$ cat src/rtl/deser_pkg.sv
// deser_pkg: shared definitions for the serial-to-byte deserializer.
//   deser_state_t : FSM state encoding (COLLECT, PARITY, HOLD)
//   FRAME_BITS    : data bits per frame
//   IDX_W         : width of the bit index
package deser_pkg;

  localparam int FRAME_BITS = 8;
  localparam int IDX_W      = 3;

  typedef enum logic [1:0] {
    COLLECT = 2'd0,
    PARITY  = 2'd1,
    HOLD    = 2'd2
  } deser_state_t;

endpackage

$ cat src/rtl/deserializer8.sv
// deserializer8: collects serial bits LSB first into a byte, then holds the
// byte until the downstream side accepts it.
//
// Optional feature macro: DESER_PARITY_EN
//   When defined, a 9th serial bit (even parity) follows the data bits and
//   parity_err reports a mismatch alongside data_valid.
//
// Ports:
//   clk         sole clock, rising edge
//   rst         synchronous active-high reset
//   bit_in      serial data bit
//   bit_valid   bit_in valid this cycle
//   bit_ready   block accepts a bit this cycle
//   frame_clr   abort partial frame (ignored while holding a byte)
//   data_out    assembled byte
//   data_valid  data_out (and parity_err) valid
//   data_ready  downstream consumes the byte
//   parity_err  parity mismatch (DESER_PARITY_EN only)
//
// state   | meaning
// --------+--------------------------------------------------------
// COLLECT | accepting data bits, idx selects data_out position
// PARITY  | accepting the parity bit (DESER_PARITY_EN only)
// HOLD    | byte presented on data_out, waiting for data_ready
module deserializer8
  import deser_pkg::*;
(
  input  logic       clk,
  input  logic       rst,
  input  logic       bit_in,
  input  logic       bit_valid,
  output logic       bit_ready,
  input  logic       frame_clr,
  output logic [7:0] data_out,
  output logic       data_valid,
  input  logic       data_ready
`ifdef DESER_PARITY_EN
  ,
  output logic       parity_err
`endif
);

  deser_state_t     state;
  logic [IDX_W-1:0] idx;
  logic [7:0]       data_q;
  logic             bit_acc;

  localparam logic [IDX_W-1:0] LAST_IDX = IDX_W'(FRAME_BITS - 1);

`ifdef DESER_PARITY_EN
  localparam deser_state_t AFTER_DATA = PARITY;
  logic perr_q;
`else
  localparam deser_state_t AFTER_DATA = HOLD;
`endif

  // Both outputs are pure decodes of the registered state.
  assign bit_ready  = (state != HOLD);
  assign data_valid = (state == HOLD);
  assign bit_acc    = bit_valid & bit_ready;
  assign data_out   = data_q;

  always_ff @(posedge clk) begin
    if (rst) begin
      state  <= COLLECT;
      idx    <= '0;
      data_q <= 8'h00;
`ifdef DESER_PARITY_EN
      perr_q <= 1'b0;
`endif
    end else begin
      case (state)
        COLLECT: begin
          // frame_clr takes priority; the coinciding bit is dropped.
          // Stale bits left in data_q are overwritten by the next frame.
          if (frame_clr) begin
            idx <= '0;
          end else if (bit_acc) begin
            data_q[idx] <= bit_in;
            idx         <= idx + IDX_W'(1);
            if (idx == LAST_IDX) begin
              state <= AFTER_DATA;
            end
          end
        end
`ifdef DESER_PARITY_EN
        PARITY: begin
          if (frame_clr) begin
            idx   <= '0;
            state <= COLLECT;
          end else if (bit_acc) begin
            // Even parity: total XOR over data and parity bit must be 0.
            perr_q <= (^data_q) ^ bit_in;
            state  <= HOLD;
          end
        end
`endif
        HOLD: begin
          if (data_ready) begin
            state <= COLLECT;
          end
        end
        default: begin
          state <= COLLECT;
          idx   <= '0;
        end
      endcase
    end
  end

`ifdef DESER_PARITY_EN
  assign parity_err = perr_q;
`endif

endmodule

$ cat config.mk
export PLATFORM = sky130hd
export DESIGN_NAME = deserializer8
export DESIGN_NICKNAME = d
export VERILOG_FILES = /design/src/rtl/deser_pkg.sv /design/src/rtl/deserializer8.sv
export SDC_FILE = /design/constraint.sdc
export NUM_CORES = 1
export LEC_CHECK = 0
export ABC_AREA = 1
export CORE_MARGIN = 3
export CORE_UTILIZATION = 44
export DETAILED_ROUTE_END_ITERATION = 10
export GPL_ROUTABILITY_DRIVEN = 0
export PLACE_DENSITY = 0.77
export SETUP_SLACK_MARGIN = 0.2
export SYNTH_ARGS = -nofsm -noshare
export SYNTH_HDL_FRONTEND = slang
export SYNTH_SLANG_ARGS = --single-unit
$ cat constraint.sdc
create_clock -name clk -period 1.5 [get_ports clk]
set_clock_uncertainty 0.05 [all_clocks]
set_input_delay 0.3 -clock clk [delete_from_list [all_inputs] [get_ports clk]]
set_output_delay 0.3 -clock clk [all_outputs]
set_load 0.05 [all_outputs]
# == Word-level counts from Yosys, hierarchy flattened ==
# Cells that the tools add are included.
# op_classes
n_lt_le_gt_ge,2
bitwise_logic,3
eq_ne,8
addsub,1
n_reduce_logical,5
muxes,11
# ops
cell,count
$bwmux 8,1
$mux 2,4
$ne 2x2->1 const B,4
$mux 3,2
$pmux 3 s2,1
$lt 3x4->1 const B,1
$pmux 2 s2,1
$reduce_and 4->1,1
$add 3x1->3 const B,1
$demux 1 s3,1
$eq 3x3->1 const B,1
$ge 3x1->1 const B,1
$ne 3x3->1 const B,1
$reduce_and 3->1,1
$eq 2x2->1 const B,1
$logic_not 2->1,1
$ne 2x1->1 const B,1
$not 1->1,2
$reduce_and 2->1,1
$and 1x1->1,1
$logic_and 1x1->1,1
$mux 1,1
# word_totals
register_bits,13
in_bits,6
elab_cells,33
out_inout_bits,10

# == Longest topological paths before layout ==
# depth
ltp_word,5
ltp_mapped,7
ltp_nobuf,6

# == Worst setup path after synthesis ==
# OpenSTA, ideal clock, no wires.
# synth_path
path_type,reg2reg
startpoint,register state[1]
endpoint,register data_q[0] (netlist: data_out[0])
setup_ns,0.117
period_less_slack_ns,1.530
path_stages_with_launch,7
setup_slack_ns,-0.030
n_path_buf,1
arrival_ns,1.364
t_required_ns,1.333
path_cell_list,dfxtp_1 > inv_2 > nand2_2 > nor2_4 > buf_6 > a21oi_1 > nor2_1
# synth_via
elab_chain_len,3
elab_cells_between_ends,4
classes_between,eq/ne (1); bitwise (1); reduce/logical (2)
# synth_rtl
element,line_no,source
from (decl),deserializer8.sv:43,deser_state_t state;
from (signal assigned),deserializer8.sv:65,state <= COLLECT;
from (signal assigned),deserializer8.sv:82,state <= AFTER_DATA;
from (signal assigned),deserializer8.sv:100,state <= COLLECT;
$ne 2x2->1,deserializer8.sv:58,assign bit_ready = (state != HOLD);
named net bit_ready,deserializer8.sv:32,"output logic bit_ready,"
$and 1x1->1,deserializer8.sv:60,assign bit_acc = bit_valid & bit_ready;
$reduce_and 3->1 (no line),-,
"to (signal, indexed assignment)",deserializer8.sv:79,data_q[idx] <= bit_in;
to (decl),deserializer8.sv:45,logic [7:0] data_q;
# The timed path passes the listed nets, and every way through them passes these cells.
# A chain may end at the register's enable or synchronous reset.

# == Worst setup path after layout ==
# layout_path
startpoint,input bit_valid
endpoint,register data_q[2] (netlist: data_out[2])
# layout_via
elab_chain_len,2
# layout_rtl
element,line_no,source
from (decl),deserializer8.sv:31,"input logic bit_valid,"
$and 1x1->1,deserializer8.sv:60,
$reduce_and 3->1 (no line),-,
# Every way passes these cells.

==> flow_summary.json <==
{
  "setup_viol": 0,
  "drc_errors": 0,
  "multi_input_area_um2": 304.0,
  "grt_pass1_vias": 517,
  "num-fill-cells": 86,
  "syn_area_um2": 575.6,
  "fin_ws_ns": 0.2570,
  "area_growth_pct": 53.91,
  "portBuffers": 15,
  "yosys_warnings": 0,
  "layout-drive-gt1-share_pct": 20.00,
  "layout_common_cells": "nand2_1, nor2_1, dfxtp_1",
  "mostFrequentLayoutCell": "nand2_1",
  "period_share_pct": 82.86,
  "cts_tree": "yes",
  "holdBufCountCts": 0,
  "fp-row-count": 12,
  "synthCells": 85,
  "routed_wl_um": 1294,
  "clockPowerShare_pct": 39.3,
  "cts_setup_buffers": 0,
  "dr.pass1.iters": 4,
  "worstPathRequired_ns": 1.67,
  "wire_per_inst_um": 10.87,
  "p_per_area_nw_per_um2": 757.1,
  "num_antenna_cells": 0,
  "regArea_um2": 241.5,
  "io-pin-count": 16,
  "synth_area_per_cell_um2": 6.771,
  "grt_pass1_wl_um": 2180,
  "tns_ns": 0,
  "cts.clk_slew.worst_paths_ns": 0.08,
  "max_stage_delay_ns": 0.51,
  "fmax_ghz": 0.8045,
  "cts_sinks": 12,
  "fp.dieH_um": 42.17,
  "dr_total_vias": 596,
  "finalNetCount": 114,
  "start_util_pct": 49.15,
  "slowest_stage": "clkdlybuf4s50_1",
  "gr-total-overflow": 0,
  "max-slew-margin-rel_pct": 81.94,
  "drtAntennaViolNets": 0,
  "track_usage_pct": 15.64,
  "seqPwrFrac_pct": 49.1,
  "fin_crit_ns": 1.243,
  "crit_arrival_ns": 1.41,
  "synth.distinct_cells": 13,
  "core_um2": 1171,
  "drv_slew": 0,
  "crit_path_end_kind": "register",
  "grt_max_degree": 15,
  "clock_path_buffers": 2,
  "syn_nets": 93,
  "intPower_uw": 505.1,
  "hold_ws_ns": 0.4766,
  "combPwrFrac_pct": 11.6,
  "die_w_um": 42.17,
  "cp_max_fo": 7,
  "ctsResizeCount": 0,
  "dp_hpwl_um": 931.6,
  "status": "completed",
  "cts-root-buf": "clkbuf_4",
  "p_sw_uw": 165.6,
  "worstPathCellList": "clkdlybuf4s50_1, nand2_2, nor2_2, a21oi_1, nor2_1",
  "peakVddDrop_mv": 0.5550,
  "htreeDepth": 1,
  "start_kind": "primary input",
  "dp_worst_setup_slack_ns": -0.03639,
  "p_total_uw": 670.7,
  "avgViaCountPerCell": 5.008,
  "tightest_slew_ns": 0.2701,
  "drv_cap": 0,
  "rsz0062_at_grt": "true",
  "clk_latency_ns": 0.27,
  "cts_buffers": 3,
  "crit_type": "primary input to register",
  "antenna_found_initial": 0,
  "ys_seq_area_share_pct": 41.74,
  "hold_class": "register to register",
  "initialDrtViolationCount": 14,
  "ys_ff_latch": 12,
  "finalHoldViolCount": 0,
  "dieArea_um2": 1778,
  "p_sw_share_pct": 24.70,
  "power.leakage_nw": 0.3659
}
-- worst paths after layout --
path / endpoint / from / slack (ns) / cells after the start
setup / recovery: data_out[2] / bit_valid / 0.26 / 5
hold / removal: data_out[5] / data_out[5] / 0.48 / 2
setup reg to reg: idx[2] / idx[0] / 0.32 / 4
hold reg to reg: data_out[5] / data_out[5] / 0.48 / 2
-- flip-flops by register name (all words and copies together), names as in the netlist --
signal,cells
state,1
data_out,8
idx,3
-- stage by stage --
step                      cell area (um^2)  util, %  std cells
after floorplan                      579.3        -         85
final                                885.9    75.64        119
after detailed placement             843.3    72.01        114
after global placement               843.3    72.01        114
after global routing                 885.9    75.64        119
after CTS                            879.6    75.11        118
-- logic make-up (layout without fill, tap and decap cells) --
family / after synthesis / in the layout / share of synthesized area [%]
compound gates: 10 / 10 / 8.694
fa+ha+maj: 2 / 2 / 4.347
buf+inv: 8 / 27 / 6.521
flops: 12 / 12 / 41.74
simple gates: 53 / 54 / 38.70
-- critical path, delay by kind of cell --
kind,cells,cell delay (ns)
and+or+nand+nor,3,0.49
AOI/OAI and AO/OA,1,0.11
buffers and inverters,1,0.51
-- final cells by class --
cell class	instances	share of cell area, %
tap	14	1.977
multi-input combinational	66	34.32
inverter	7	3.249
sequential	12	27.26
clock buffer	4	4.096
timing repair buffer	16	29.10
-- power groups by stage --
stage	sequential (mW)	combinational [mW]	clock [mW]
6_report	0.329	0.0779	0.264
5_1_grt	0.330	0.0856	0.275
4_1_cts	0.329	0.0749	0.264
3_5_place_dp	0.337	0.0743	0
3_3_place_gp	0.336	0.0730	0
2_1_floorplan	0.344	0.0329	0
-- synthesized netlist by cell type --
cell | count | share of area, %
or2_2 | 1 | 1.1
a21oi_1 | 9 | 7.8
o21ai_0 | 1 | 0.87
nand3_1 | 9 | 7.8
nand2_2 | 1 | 1.1
nor2_1 | 19 | 12
nor2_4 | 1 | 2.0
ha_1 | 2 | 4.3
dfxtp_1 | 12 | 42
inv_2 | 1 | 0.65
inv_1 | 6 | 3.9
nand2_1 | 22 | 14
buf_6 | 1 | 2.0
-- routing by layer --
metal	part of all wire (%)	vias to the layer above	track usage, %
met3	6.8	2	4.292
met1	44	266	20.78
met4	1.2	0	5.590
met2	48	15	24.01
met5	0	-	0
li1	-	313	-
Note: power is estimated with default switching activity, not from simulation.
